## src/rtl/mem_access_unit.sv

```systemverilog
// Memory-stage load/store unit: issues word-aligned data-cache requests over a
// req/ack handshake, formats load data and hands results to write-back as a one-cycle pulse.
module mem_access_unit #(
    parameter int DATA_WIDTH     = 32,
    parameter int ADDR_WIDTH     = 32,
    parameter int REG_ADDR_WIDTH = 5
) (
    input  logic                      CLK,
    input  logic                      RST_N,
    input  logic                      VALID_IN,
    output logic                      READY_OUT,
    input  logic [DATA_WIDTH-1:0]     ALU_OUT_IN,
    input  logic [DATA_WIDTH-1:0]     STORE_DATA_IN,
    input  logic                      LOAD_IN,
    input  logic                      STORE_IN,
    input  logic [2:0]                FUNCT3_IN,
    input  logic [REG_ADDR_WIDTH-1:0] RD_ADDR_IN,
    input  logic                      RD_WRITE_IN,
    output logic                      DC_REQ,
    output logic                      DC_WE,
    output logic [ADDR_WIDTH-1:0]     DC_ADDR,
    output logic [3:0]                DC_WSTRB,
    output logic [DATA_WIDTH-1:0]     DC_WDATA,
    input  logic                      DC_ACK,
    input  logic [DATA_WIDTH-1:0]     DC_RDATA,
    output logic                      VALID_OUT,
    output logic [DATA_WIDTH-1:0]     ALU_OUT_OUT,
    output logic [DATA_WIDTH-1:0]     DATA_CACHE_OUT_DATA,
    output logic                      WRITE_BACK_MUX_SELECT_OUT,
    output logic [REG_ADDR_WIDTH-1:0] RD_ADDR_OUT,
    output logic                      RD_WRITE_OUT,
    output logic                      MEM_FAULT_OUT
);

    localparam logic [0:0] IDLE   = 1'b0;
    localparam logic [0:0] ACCESS = 1'b1;

    logic [0:0]                state;
    logic [1:0]                byte_off;
    logic [2:0]                funct3_q;
    logic                      is_load_q;
    logic [REG_ADDR_WIDTH-1:0] rd_addr_q;
    logic                      rd_write_q;
    logic [DATA_WIDTH-1:0]     alu_q;

    logic                  is_mem;
    logic                  illegal_f3;
    logic                  misaligned;
    logic                  fault;
    logic [3:0]            wstrb_next;
    logic [DATA_WIDTH-1:0] wdata_next;
    logic [DATA_WIDTH-1:0] shifted;
    logic [DATA_WIDTH-1:0] load_fmt;

    assign READY_OUT = (state == IDLE);

    // NOTE: every always_comb output gets a default first so no path can infer a latch.
    always_comb begin
        is_mem     = LOAD_IN | STORE_IN;
        misaligned = ((FUNCT3_IN[1:0] == 2'b01) && ALU_OUT_IN[0]) ||
                     ((FUNCT3_IN[1:0] == 2'b10) && (ALU_OUT_IN[1:0] != 2'b00));
        if (LOAD_IN)
            illegal_f3 = !(FUNCT3_IN inside {3'b000, 3'b001, 3'b010, 3'b100, 3'b101});
        else
            illegal_f3 = !(FUNCT3_IN inside {3'b000, 3'b001, 3'b010});
        fault = (LOAD_IN && STORE_IN) || illegal_f3 || misaligned;

        wstrb_next = 4'b0000;
        wdata_next = STORE_DATA_IN;
        if (STORE_IN) begin
            case (FUNCT3_IN[1:0])
                2'b00: begin
                    wstrb_next = 4'b0001 << ALU_OUT_IN[1:0];
                    wdata_next = {4{STORE_DATA_IN[7:0]}};
                end
                2'b01: begin
                    wstrb_next = ALU_OUT_IN[1] ? 4'b1100 : 4'b0011;
                    wdata_next = {2{STORE_DATA_IN[15:0]}};
                end
                default: wstrb_next = 4'b1111;
            endcase
        end
    end

    // Bring the addressed lane down to bit 0, then trim and extend by access size.
    always_comb begin
        shifted = DC_RDATA >> {byte_off, 3'b000};
        case (funct3_q)
            3'b000:  load_fmt = {{(DATA_WIDTH-8){shifted[7]}}, shifted[7:0]};
            3'b001:  load_fmt = {{(DATA_WIDTH-16){shifted[15]}}, shifted[15:0]};
            3'b100:  load_fmt = {{(DATA_WIDTH-8){1'b0}}, shifted[7:0]};
            3'b101:  load_fmt = {{(DATA_WIDTH-16){1'b0}}, shifted[15:0]};
            default: load_fmt = shifted;
        endcase
    end

    // NOTE: sequential state uses non-blocking assignments so all flops update together at the edge.
    always_ff @(posedge CLK or negedge RST_N) begin
        if (!RST_N) begin
            state                     <= IDLE;
            byte_off                  <= '0;
            funct3_q                  <= '0;
            is_load_q                 <= 1'b0;
            rd_addr_q                 <= '0;
            rd_write_q                <= 1'b0;
            alu_q                     <= '0;
            DC_REQ                    <= 1'b0;
            DC_WE                     <= 1'b0;
            DC_ADDR                   <= '0;
            DC_WSTRB                  <= '0;
            DC_WDATA                  <= '0;
            VALID_OUT                 <= 1'b0;
            ALU_OUT_OUT               <= '0;
            DATA_CACHE_OUT_DATA       <= '0;
            WRITE_BACK_MUX_SELECT_OUT <= 1'b0;
            RD_ADDR_OUT               <= '0;
            RD_WRITE_OUT              <= 1'b0;
            MEM_FAULT_OUT             <= 1'b0;
        end else begin
            VALID_OUT     <= 1'b0;
            RD_WRITE_OUT  <= 1'b0;
            MEM_FAULT_OUT <= 1'b0;
            case (state)
                IDLE: begin
                    if (VALID_IN) begin
                        if (!is_mem || fault) begin
                            VALID_OUT                 <= 1'b1;
                            ALU_OUT_OUT               <= ALU_OUT_IN;
                            RD_ADDR_OUT               <= RD_ADDR_IN;
                            WRITE_BACK_MUX_SELECT_OUT <= 1'b0;
                            RD_WRITE_OUT              <= !is_mem && RD_WRITE_IN;
                            MEM_FAULT_OUT             <= is_mem;
                        end else begin
                            state      <= ACCESS;
                            DC_REQ     <= 1'b1;
                            DC_WE      <= STORE_IN;
                            DC_ADDR    <= {ALU_OUT_IN[ADDR_WIDTH-1:2], 2'b00};
                            DC_WSTRB   <= wstrb_next;
                            DC_WDATA   <= wdata_next;
                            byte_off   <= ALU_OUT_IN[1:0];
                            funct3_q   <= FUNCT3_IN;
                            is_load_q  <= LOAD_IN;
                            rd_addr_q  <= RD_ADDR_IN;
                            rd_write_q <= RD_WRITE_IN;
                            alu_q      <= ALU_OUT_IN;
                        end
                    end
                end
                default: begin
                    if (DC_ACK) begin
                        state                     <= IDLE;
                        DC_REQ                    <= 1'b0;
                        VALID_OUT                 <= 1'b1;
                        ALU_OUT_OUT               <= alu_q;
                        RD_ADDR_OUT               <= rd_addr_q;
                        WRITE_BACK_MUX_SELECT_OUT <= is_load_q;
                        RD_WRITE_OUT              <= is_load_q && rd_write_q;
                        if (is_load_q)
                            DATA_CACHE_OUT_DATA <= load_fmt;
                    end
                end
            endcase
        end
    end

endmodule

```

## config.mk

```make
export PLATFORM = sky130hd
export DESIGN_NAME = mem_access_unit
export DESIGN_NICKNAME = d
export VERILOG_FILES = /design/src/rtl/mem_access_unit.sv
export SDC_FILE = /design/constraint.sdc
export NUM_CORES = 1
export LEC_CHECK = 0
export ABC_AREA = 1
export BUFFER_PORTS_ARGS = -buffer_cell sky130_fd_sc_hd__buf_2
export CELL_PAD_IN_SITES_DETAIL_PLACEMENT = 0
export CELL_PAD_IN_SITES_GLOBAL_PLACEMENT = 1
export CORE_AREA = 10 10 170 141
export CTS_CLUSTER_SIZE = 8
export DETAILED_ROUTE_END_ITERATION = 8
export DIE_AREA = 0 0 180 151
export GPL_ROUTABILITY_DRIVEN = 0
export PLACE_DENSITY_LB_ADDON = 0.1
export SETUP_SLACK_MARGIN = 0.3
export SLEW_MARGIN = 20
export SYNTH_ARGS = -nofsm -noshare
export SYNTH_HDL_FRONTEND = slang
export SYNTH_SLANG_ARGS = --single-unit
```

## constraint.sdc

```tcl
create_clock -name CLK -period 3.5 [get_ports CLK]
set_input_delay 0.7 -clock CLK [delete_from_list [all_inputs] [get_ports CLK]]
set_output_delay 0.7 -clock CLK [all_outputs]
set_load 0.05 [all_outputs]
```

## Word level (Yosys, flattened, before mapping)

Cells that the tools add are included.

- Reduce and logical (&&, ||, !) cells: 24
- Order comparisons: 0
- Muxes and demuxes: 38
- Div/mod/pow operators: 0
- $mul: 0
- $add $sub $neg: 0
- Bitwise gates (word level): 3
- Eq/ne operators: 11
- Shift-type cells: 2

Operators with widths:

| cell | number |
|---|---|
| 32-bit 2-to-1 mux | 5 |
| 32-bit case mux with 4 select lines | 1 |
| 32-bit case mux with 2 select lines | 1 |
| 32-bit by 5-bit >> shifter with 32-bit output | 1 |
| 1-bit 2-to-1 mux | 24 |
| 5-bit 2-to-1 mux | 4 |
| 3-bit == test, second input constant | 4 |
| 3-bit AND reduction | 4 |
| 4-bit 2-to-1 mux | 2 |
| 4-bit case mux with 2 select lines | 1 |
| 3-bit by 1-bit == test with 1-bit output, second input constant | 2 |
| 3-bit logical NOT | 2 |
| 2-bit nonzero test | 3 |
| 1-bit logical AND | 5 |
| 5-bit nonzero test | 1 |
| 1-bit logical OR | 4 |
| 2-bit inequality test, second input constant | 2 |
| 1-bit by 2-bit << shifter with 4-bit output, first input constant | 1 |
| 3-bit by 2-bit == test with 1-bit output, second input constant | 1 |
| 1-bit logical NOT | 3 |
| 3-bit nonzero test | 1 |
| 2-bit by 1-bit == test with 1-bit output, second input constant | 1 |
| 2-bit == test, second input constant | 1 |
| 2-bit logical NOT | 1 |
| 2 further kinds | 3 |

- Bits in read-only memories: 0
- Output and inout port bits: 144
- Latch bits: 0
- Bits in registers: 186
- Memory bits (writable): 0
- Memories: 0
- Logic and storage cells: 97

## Logic depth before layout (Yosys ltp)

Gate-level depths: netlist of run 1.

- Word-level depth: 10
- Mapped depth: 11
- Depth with buffers taken out: 9

## Worst setup path after synthesis of run 1

No wires, ideal clock.

- Path type: reg2out
- Start: register state
- End: output READY_OUT
- Slack: 1.565 ns
- Required time: 2.800 ns
- Cell stages (with the launch flop): 4
- Arrival time: 1.235 ns
- Cell sequence: dfrtp_1 buf_2 inv_2 clkbuf_1

- Cells in the longest elaborated chain, start to end: 1

RTL lines:

| item | line | text |
|---|---|---|
| from (decl) | 38 | `logic [0:0] state;` |
| from (signal assigned) | 100 | `state <= IDLE;` |
| from (signal assigned) | 134 | `state <= ACCESS;` |
| from (signal assigned) | 151 | `state <= IDLE;` |
| 1-bit NOT (no source line) | -- |  |
| to (decl) | 11 | `output logic READY_OUT,` |

No other way between the ends.

## Final worst setup path of run 1

- Start: register byte_off[0]
- End: register DATA_CACHE_OUT_DATA[31]

- Cells in the longest elaborated chain, start to end: 2

RTL lines:

| item | line | text |
|---|---|---|
| from (decl) | 39 | `logic [1:0] byte_off;` |
| from (signal assigned) | 140 | `byte_off <= ALU_OUT_IN[1:0];` |
| 32-bit by 5-bit >> shifter with 32-bit output | 87 | `shifted = DC_RDATA >> {byte_off, 3'b000};` |
| 32-bit case mux with 4 select lines | 88 | `case (funct3_q)` |
| to (signal assigned) | 159 | `DATA_CACHE_OUT_DATA <= load_fmt;` |
| to (decl) | 28 | `output logic [DATA_WIDTH-1:0] DATA_CACHE_OUT_DATA,` |

No other way between the ends.
A chain may end at the register's enable or synchronous reset.

==> results of run 1 <==
## power by group through the flow
stage / clock (µW) / sequential, µW / combinational [µW]
6_report: 1880 / 2670 / 3670
5_1_grt: 2000 / 2740 / 3950
4_1_cts: 1930 / 2680 / 3730
3_5_place_dp: 0 / 2700 / 3720
3_3_place_gp: 0 / 2700 / 3690
2_1_floorplan: 0 / 4060 / 1470
## registers in the layout, summed over array words and instances (netlist names), 3 cells and up
name / flops
DATA_CACHE_OUT_DATA: 32
funct3_q: 3
rd_addr_q: 5
RD_ADDR_OUT: 5
alu_q: 31
DC_WDATA: 32
DC_WSTRB: 4
ALU_OUT_OUT: 32
## how the worst max path moves through the flow
stage	start	slack (ns)	depth (start not counted)	end
floorplan	state	1.57	3	READY_OUT
global route	byte_off[0]	0.55	7	DATA_CACHE_OUT_DATA[31]
detailed placement	VALID_IN	0.80	8	ALU_OUT_OUT[22]
CTS	state	0.88	6	ALU_OUT_OUT[22]
global placement	VALID_IN	0.86	8	ALU_OUT_OUT[4]
finish	byte_off[0]	0.94	7	DATA_CACHE_OUT_DATA[31]
## cell usage in the layout (no fill, tap or decap), types with 2 or more instances in the layout
cell type / synthesis / final
inv_6: 0 / 6
o21ai_0: 24 / 24
or2_2: 17 / 17
nor2_1: 11 / 10
nand3_1: 167 / 167
o21ai_1: 3 / 3
clkbuf_16: 0 / 17
o31ai_1: 8 / 8
a21oi_1: 5 / 5
nand2_1: 534 / 533
dfrtp_1: 154 / 153
diode_2: 0 / 2
buf_2: 29 / 251
bufinv_16: 0 / 2
inv_2: 5 / 5
clkinvlp_4: 0 / 3
o211ai_1: 7 / 7
inv_1: 32 / 32
conb_1: 1 / 2
buf_4: 36 / 14
## critical path, stage by stage (launching register included)
cell     delay [ns]
dfrtp_1        0.90
inv_2          0.45
nand2_1        0.19
nand3_1        0.13
nand3_2        0.22
nand2_2        0.23
o21ai_0        0.26
inv_1          0.06
## cell families after synthesis
family / share of synthesized area [%]
DFF: 48.94
and+or+nand+nor: 38.46
AOI/OAI and AO/OA: 3.782
other: 0.04763
buffers and inverters: 8.772
## per-layer routing
| metal | vias to the layer above | GRT usage, % | part of all wire [%] |
|---|---|---|---|
| met1 | 3430 | 25.61 | 48 |
| met2 | 211 | 28.84 | 45 |
| met3 | 25 | 5.579 | 6.1 |
| li1 | 3748 | - | - |
| met5 | - | 0 | 0.080 |
| met4 | 4 | 5.035 | 1.0 |
## stage by stage
step           cells  total power [µW]  setup WS (ns)  utilization (%)
2_1_floorplan   1077              5529          1.565                -
3_3_place_gp    1513              6395         0.8580            44.53
3_5_place_dp    1513              6422         0.7962            44.53
4_1_cts         1544              8335         0.8820            47.40
5_1_grt         1545              8690         0.5479            47.41
6_report        1546              8221         0.9352            47.42
## final cells by class
type | instances | area (µm²) | share of cell area (%)
Clock inverter | 14 | 160.2 | 1.655
Antenna cell | 2 | 5.005 | 0.05172
Timing Repair Buffer | 267 | 1393 | 14.39
Clock buffer | 17 | 425.4 | 4.396
Tap cell | 269 | 336.6 | 3.478
Multi-Input combinational cell | 785 | 3359 | 34.72
Inverter | 38 | 142.6 | 1.474
Sequential cell | 154 | 3855 | 39.84
==> impl_metrics.json, run 1 <==
{
  "fin_area_mm2": 0.009677,
  "grt-ovfl-total": 0,
  "clock_latency_ns": 0.43,
  "grt_start_max_net_pins": 80,
  "yosysMostFrequentCell": "nand2_1",
  "seqPwrFrac_pct": 32.5,
  "wl_per_cell_um": 16.95,
  "critical_path_class": "register to register",
  "synth_ff_type": "dfrtp_1",
  "wirelength_mm": 26.21,
  "cts-htree-levels": 4,
  "ys_warn_count": 0,
  "r2r_start": "byte_off[0]",
  "status": "complete, no violations",
  "drc_errors": 0,
  "placed_area_mm2": 0.009086,
  "cts_tree": "built",
  "grt_pass1_wl_mm": 41.44,
  "path_clk_slew_ns": 0.06,
  "yosys.area.top_type": "dfrtp_1",
  "skew_ns": 0.01070,
  "rrSetupSlack_ns": 0.94,
  "post_cts_buffers": 0,
  "yosys-top-cells-count": "nand2_1 (534), nand3_1 (167), dfrtp_1 (154)",
  "seq_area_frac_synth_pct": 48.94,
  "combPwrFrac_pct": 44.6,
  "rows": 47,
  "grt_pass1_vias": 7361,
  "fp.dieW_um": 180,
  "die_h_um": 151,
  "cts_inserted_buffers": 17,
  "reg2reg_depth": 7,
  "area_delta_synth_final_pct": 22.90,
  "path_max_fanout": 32,
  "first_iter_violations": 596,
  "hold_class": "input port to asynchronous set/reset pin",
  "cp.required_ns": 3.81,
  "antenna_found_initial": 3,
  "fin_setup_tns_ns": 0,
  "cts_max_path_buffers": 2,
  "grt_use_total_pct": 18.87,
  "p_leak_uw": 0.005612,
  "synthArstFlopShare_pct": 100.0,
  "vias": 7418,
  "drive_above_1_share_pct": 25.65,
  "ir_drop_mv": 0.4518,
  "finalHoldViolCount": 0,
  "postCtsHoldBufs": 0,
  "clock-sinks": 154,
  "yosys-top-cells-area": "dfrtp_1 (49%), nand2_1 (25%), nand3_1 (11%), buf_4 (3.4%), buf_2 (1.8%)",
  "io_pins": 255,
  "dp_hpwl_mm": 18.17,
  "maxSlewViolCount": 0,
  "cap_viol_max_count": 0,
  "end_kind": "register",
  "yosysTopAreaCellShare_pct": 48.94,
  "fmax_ghz": 0.3899,
  "vias_per_cell": 4.798,
  "worst_ep_arrival_time_ns": 2.87,
  "fillers": 2106,
  "cts_root_buffer": "clkbuf_16",
  "cts_resized": 0,
  "ys_seq_elements": 154,
  "ant_nets": 0,
  "core_mm2": 0.02041,
  "start_kind": "register",
  "synthesis.area_mm2": 0.007874,
  "period_needed_ns": 2.565,
  "start_util_pct": 38.59,
  "nNetsFinal": 1374,
  "portBuffers": 252,
  "worst_slew_pin_slew_ns": 1.065,
  "syn_area_per_cell_um2": 7.318,
  "intPower_uw": 4193,
  "die_area_mm2": 0.02718,
  "rsz0062_at_grt": "false",
  "synth-edff-count": 0,
  "clockPowerShare_pct": 22.9,
  "syn-instance-count": 1076,
  "setup_viol": 0,
  "switching_share_pct": 49.00,
  "dr.pass1.iters": 7,
  "critical_path.reg2reg.endpoint": "DATA_CACHE_OUT_DATA[31]",
  "hold-worst-slack_ns": 0.2613,
  "pwr_density_cell_mw_per_mm2": 849.5,
  "p_sw_uw": 4028,
  "finalCritPeriodShare_pct": 73.28,
  "yosysUniqueCellTypes": 26,
  "relSlewSlack_pct": 28.85
}
No activity file was read; power rests on OpenSTA's default activity.
==> run 2, diff against run 1 <==
--- a/config.mk
+++ b/config.mk
@@ -9,10 +9,10 @@
 export BUFFER_PORTS_ARGS = -buffer_cell sky130_fd_sc_hd__buf_2
 export CELL_PAD_IN_SITES_DETAIL_PLACEMENT = 0
 export CELL_PAD_IN_SITES_GLOBAL_PLACEMENT = 1
-export CORE_AREA = 10 10 170 141
+export CORE_AREA = 10 10 187 154
 export CTS_CLUSTER_SIZE = 8
 export DETAILED_ROUTE_END_ITERATION = 8
-export DIE_AREA = 0 0 180 151
+export DIE_AREA = 0 0 197 164
 export GPL_ROUTABILITY_DRIVEN = 0
 export PLACE_DENSITY_LB_ADDON = 0.1
 export SETUP_SLACK_MARGIN = 0.3
==> constraint.sdc (replaced) <==
create_clock -name CLK -period 2.3 [get_ports CLK]
set_input_delay 0.46 -clock CLK [delete_from_list [all_inputs] [get_ports CLK]]
set_output_delay 0.46 -clock CLK [all_outputs]
set_load 0.05 [all_outputs]
==> impl_metrics.json, run 2 (synthesis results as in run 1) <==
{
  "status": "complete, no violations",
  "dr_wl_met3_mm": 1.719,
  "worst_slew_pin_slew_ns": 0.5749,
  "wl_met2_mm": 12.65,
  "path_cells": "clkinv_2 -> buf_2",
  "die_h_um": 164,
  "grt_pass1_wl_mm": 45.26,
  "rows": 52,
  "antenna_found_initial": 3,
  "p_sw_uw": 6223,
  "clock_latency_ns": 0.42,
  "setup_viol": 0,
  "fmax_ghz": 0.5284,
  "clock-sinks": 154,
  "vias_per_cell": 4.615,
  "io_pins": 255,
  "vias": 7444,
  "drc_errors": 0,
  "maxSlewViolCount": 0,
  "cts_root_buffer": "clkbuf_16",
  "wl_per_cell_um": 17.81,
  "cts-htree-levels": 4,
  "nNetsFinal": 1386,
  "worst_ep_arrival_time_ns": 1.43,
  "cts_max_path_buffers": 2,
  "p_leak_uw": 0.005696,
  "critical_path_class": "register to primary output",
  "combPwrFrac_pct": 45.2,
  "drive_above_1_share_pct": 26.26,
  "wirelength_mm": 28.72,
  "highest_layer": "met5",
  "end_kind": "primary output",
  "area_delta_synth_final_pct": 26.14,
  "final_common_cell": "nand2_1",
  "cp.required_ns": 1.84,
  "relSlewSlack_pct": 61.58,
  "cp_slowest_stage_delay_ns": 0.44,
  "grt-ovfl-total": 0,
  "cts_inserted_buffers": 17,
  "pwr_density_cell_mw_per_mm2": 1274,
  "fp.dieW_um": 197,
  "hold_class": "input port to register",
  "cpMaxStageDelayCell": "dfrtp_2",
  "utilization_pct": 39.75,
  "grt_pass1_vias": 7707,
  "total_power_uw": 12660,
  "first_iter_violations": 466,
  "fillers": 2720,
  "path_clk_slew_ns": 0.07,
  "path_max_fanout": 17,
  "dp_hpwl_mm": 20.52,
  "cap_viol_max_count": 0,
  "core_mm2": 0.02498,
  "start_util_pct": 31.52,
  "switching_share_pct": 49.17,
  "finalHoldViolCount": 0,
  "final_cell_mix": "nand2_1 (533), buf_2 (251), nand3_1 (167)",
  "cts_tree": "built",
  "grt_start_max_net_pins": 80,
  "start_kind": "register",
  "wl_met1_mm": 14.16,
  "fin_setup_tns_ns": 0,
  "die_area_mm2": 0.03231,
  "ir_drop_mv": 0.6545,
  "intPower_uw": 6434,
  "ant_nets": 0,
  "post_cts_buffers": 0,
  "finalCritPeriodShare_pct": 82.28,
  "rsz0062_at_grt": "false",
  "portBuffers": 252,
  "grt_use_total_pct": 17.66,
  "skew_ns": 0.01132,
  "clockPowerShare_pct": 22.7,
  "seqPwrFrac_pct": 32.1,
  "reg_top3": "ALU_OUT_OUT: 32 flops, DATA_CACHE_OUT_DATA: 32 flops, DC_WDATA: 32 flops",
  "fin_ws_ns": 0.4077,
  "period_needed_ns": 1.892,
  "pre_cts_ws_ns": 0.3173,
  "dr.pass1.iters": 5,
  "hold-worst-slack_ns": 0.2359
}
==> run 2: stage by stage <==
step | cells | cell area [µm²]
2_1_floorplan | 1077 | 7878
3_3_place_gp | 1579 | 9325
3_5_place_dp | 1579 | 9325
4_1_cts | 1611 | 9921
5_1_grt | 1611 | 9927
6_report | 1613 | 9932
==> run 2: critical path: cells and delay by family (launching register included) <==
| family | cells | cell delay [ns] |
|---|---|---|
| buf+inv | 2 | 0.56 |
| flops | 1 | 0.44 |
==> run 2: routing by layer <==
metal / GRT usage [%] / vias up
li1: - / 3760
met1: 24.41 / 3468
met2: 27.42 / 196
met3: 4.684 / 16
met4: 3.001 / 4
met5: 0 / -
==> run 2: final timing paths <==
check,from,to,depth (start not counted),slack (ns)
worst max-delay path,state,READY_OUT,2,0.41
worst min-delay path,DC_ACK,state,2,0.24
worst max register to register,state,ALU_OUT_OUT[5],6,0.49
worst min register to register,DC_WSTRB[1],DC_WSTRB[1],2,0.46
max in group asynchronous,RST_N,alu_q[2],3,1.22
min in group asynchronous,RST_N,DATA_CACHE_OUT_DATA[5],2,0.40
==> run 2: repair_timing <==
item / CTS / global route
endpoints found under the setup margin: 0 / 3
gates resized for setup: 0 / 2
endpoints found under the hold margin: 4 / 0
hold buffers: 1 / 0
==> run 2: power groups by stage <==
stage	logic, µW	clock network (µW)	registers, µW
2_1_floorplan	2240	0	6170
3_3_place_gp	5760	0	4120
3_5_place_dp	5790	0	4110
4_1_cts	5800	2960	4080
5_1_grt	6180	3080	4180
6_report	5720	2870	4070
==> run 2: final cells by class <==
| type | instances | area [µm²] | share of cell area [%] |
|---|---|---|---|
| Antenna cell | 2 | 5.005 | 0.05039 |
| Clock buffer | 17 | 425.4 | 4.283 |
| Clock inverter | 14 | 160.2 | 1.613 |
| Inverter | 38 | 143.9 | 1.449 |
| Multi-Input combinational cell | 785 | 3364 | 33.88 |
| Sequential cell | 154 | 3855 | 38.81 |
| Tap cell | 324 | 405.4 | 4.082 |
| Timing Repair Buffer | 279 | 1573 | 15.84 |
==> run 3, diff against run 2 <==
--- a/config.mk
+++ b/config.mk
@@ -5,14 +5,14 @@
 export SDC_FILE = /design/constraint.sdc
 export NUM_CORES = 1
 export LEC_CHECK = 0
-export ABC_AREA = 1
+export ABC_AREA = 0
 export BUFFER_PORTS_ARGS = -buffer_cell sky130_fd_sc_hd__buf_2
 export CELL_PAD_IN_SITES_DETAIL_PLACEMENT = 0
 export CELL_PAD_IN_SITES_GLOBAL_PLACEMENT = 1
-export CORE_AREA = 10 10 187 154
+export CORE_AREA = 10 10 176 145
 export CTS_CLUSTER_SIZE = 8
 export DETAILED_ROUTE_END_ITERATION = 8
-export DIE_AREA = 0 0 197 164
+export DIE_AREA = 0 0 186 155
 export GPL_ROUTABILITY_DRIVEN = 0
 export PLACE_DENSITY_LB_ADDON = 0.1
 export SETUP_SLACK_MARGIN = 0.3
==> constraint.sdc (replaced) <==
create_clock -name CLK -period 1.55 [get_ports CLK]
set_input_delay 0.31 -clock CLK [delete_from_list [all_inputs] [get_ports CLK]]
set_output_delay 0.31 -clock CLK [all_outputs]
set_load 0.05 [all_outputs]
==> impl_metrics.json, run 3 <==
{
  "min_from": "ALU_OUT_IN[23]",
  "cts_max_path_buffers": 2,
  "pre_cts_ws_ns": -0.4350,
  "worstPathBufferInverterCount": 0,
  "skew_ns": 0.01378,
  "clock_latency_ns": 0.43,
  "p_sw_uw": 10030,
  "hold_class": "input port to register",
  "worst_ep_arrival_time_ns": 2.03,
  "combPwrFrac_pct": 54.7,
  "critical_path_class": "register to register",
  "seq_area_frac_synth_pct": 49.31,
  "r2r_start": "funct3_q[0]",
  "ant_nets": 0,
  "wirelength_mm": 26.31,
  "ir_drop_mv": 0.9494,
  "dp_cells": 1115,
  "grt-ovfl-total": 0,
  "start_util_pct": 35.41,
  "synthesis.area_mm2": 0.007815,
  "switching_share_pct": 42.20,
  "synthArstFlopShare_pct": 100.0,
  "yosys-top-cells-count": "dfrtp_1 (154), mux2_4 (89), mux2_2 (79)",
  "finalHoldViolCount": 0,
  "cap_viol_max_count": 0,
  "cts_inserted_buffers": 17,
  "die_h_um": 155,
  "reg2reg_depth": 4,
  "portBuffers": 252,
  "dp_hpwl_mm": 17.31,
  "period_needed_ns": 1.728,
  "yosysMostFrequentCell": "dfrtp_1",
  "drive_above_1_share_pct": 68.21,
  "start_kind": "register",
  "final_cells": 1274,
  "grt_start_max_net_pins": 45,
  "path_clk_slew_ns": 0.07,
  "maxSlewViolCount": 0,
  "rrSetupSlack_ns": -0.18,
  "die_area_mm2": 0.02883,
  "violations": "negative setup slack",
  "utilization_pct": 57.66,
  "clock-sinks": 154,
  "regArea_mm2": 0.003856,
  "hold_path_depth": 2,
  "nNetsFinal": 1089,
  "p_leak_uw": 0.006457,
  "startpoint": "funct3_q[0]",
  "multiInputGateArea_mm2": 0.003810,
  "yosysTopAreaCellShare_pct": 49.31,
  "io_pins": 255,
  "dr.pass1.iters": 4,
  "fin_ws_ns": -0.1780,
  "status": "finished, violations left",
  "ys_warn_count": 0,
  "core_mm2": 0.02207,
  "grt_pass1_vias": 6826,
  "cp_slowest_stage_delay_ns": 0.49,
  "syn-instance-count": 596,
  "ys_seq_elements": 154,
  "reg_top3": "ALU_OUT_OUT: 32 flops, DATA_CACHE_OUT_DATA: 32 flops, DC_WDATA: 32 flops",
  "cp_top_family": "multiplexers",
  "drc_errors": 0,
  "fp.dieW_um": 186,
  "yosys-top-cells-area": "dfrtp_1 (49%), mux2_4 (17%), mux2_2 (11%), mux2i_1 (3.6%), buf_4 (3.2%)",
  "antenna_found_initial": 4,
  "syn_area_per_cell_um2": 13.11,
  "synth-edff-count": 0,
  "rows": 49,
  "intPower_uw": 13730,
  "grt_pass1_wl_mm": 39.92,
  "clockPowerShare_pct": 18.3,
  "area_delta_synth_final_pct": 62.84,
  "cts_root_buffer": "clkbuf_16",
  "cts-htree-levels": 4,
  "setup_viol": 137,
  "synth_ff_type": "dfrtp_1",
  "cts_tree": "built",
  "cp_num_cells": 4,
  "finalCritPeriodShare_pct": 111.5,
  "vias_per_cell": 4.818,
  "fmax_ghz": 0.5787,
  "end_kind": "register",
  "total_power_uw": 23760,
  "cpMaxStageDelayCell": "mux4_2",
  "yosys.area.top_type": "dfrtp_1",
  "fillers": 1824,
  "path_cells": "mux4_2 -> or2_1 -> and3_4 -> a221o_1",
  "seqPwrFrac_pct": 27.1,
  "grt_use_total_pct": 17.69,
  "cp.required_ns": 1.86,
  "final_common_cell": "buf_6",
  "pwr_density_cell_mw_per_mm2": 1867,
  "path_max_fanout": 8,
  "rsz0062_at_grt": "true",
  "vias": 6138,
  "wl_per_cell_um": 20.65,
  "final_cell_mix": "buf_6 (164), dfrtp_1 (152), buf_4 (124)",
  "yosysUniqueCellTypes": 37,
  "first_iter_violations": 243
}
==> run 3: cell count changes after synthesis, moves of 20 or more <==
cell / delta
nand2_1: -506
nand3_1: -151
mux2_4: +89
mux2_2: +79
mux2i_1: +28
inv_1: -26
buf_2: -20
==> run 3: per-stage QoR <==
stage / cell area [µm²] / hold slack (ns) / setup TNS (ns)
after floorplan: 8004 / 0.01441 / -5.266
after global placement: 9603 / 0.2146 / -32.96
after detailed placement: 9603 / 0.2205 / -37.09
after CTS: 12180 / 0.1042 / -13.92
after global routing: 12720 / 0.1085 / -25.21
final: 12730 / 0.1214 / -17.00
==> run 3: kinds of logic after synthesis <==
| family | Yosys count | share of synthesized area [%] |
|---|---|---|
| mux | 202 | 33.08 |
| simple gates | 97 | 5.844 |
| buf+inv | 74 | 6.244 |
| compound gates | 68 | 5.476 |
| flops | 154 | 49.31 |
| other cells | 1 | 0.04798 |
==> run 3: worst paths after layout <==
check | to
worst max-delay path | DATA_CACHE_OUT_DATA[26]
worst min register to register | DATA_CACHE_OUT_DATA[1]
min in group asynchronous | DATA_CACHE_OUT_DATA[6]
worst min-delay path | alu_q[23]
max in group asynchronous | alu_q[8]
worst max register to register | DATA_CACHE_OUT_DATA[26]
==> run 3: cell type report <==
type | count | area share, %
Sequential cell | 154 | 30.30
Multi-Input combinational cell | 369 | 29.94
Tap cell | 280 | 2.753
Antenna cell | 3 | 0.05899
Clock buffer | 17 | 3.343
Clock inverter | 15 | 1.357
Timing Repair Buffer | 430 | 31.97
Inverter | 6 | 0.2753
==> run 3: worst register-to-register path: stages (launching register included) <==
cell and delay [ns]:
dfrtp_1 0.37, mux4_2 0.49, or2_1 0.26, and3_4 0.22
a221o_1 0.27
==> run 3: repair_timing <==
item	CTS	global route
gates resized for setup	335	67
hold buffers	1	0
endpoints found under the hold margin	22	0
setup buffers	75	31
pin swaps	1	15
cloned	14	3
endpoints found under the setup margin	295	295
==> run 3: routing by layer <==
metal,routed length [µm],track usage (%),part of all wire (%),vias up
li1,-,-,-,2845
met1,11330,22.63,43,3073
met2,12400,28.07,47,197
met3,2252,6.052,8.6,23
met4,327,4.293,1.2,0
met5,0,0,0,-
==> run 3: power by group through the flow <==
stage               Clock [µW]  Combinational, µW  Sequential [µW]
floorplan                    0               4010             9540
global placement             0               9450             6210
finish                    4340              13000             6440
detailed placement           0               9530             6240
global route              4630              13600             6590
CTS                       4440              12300             6440
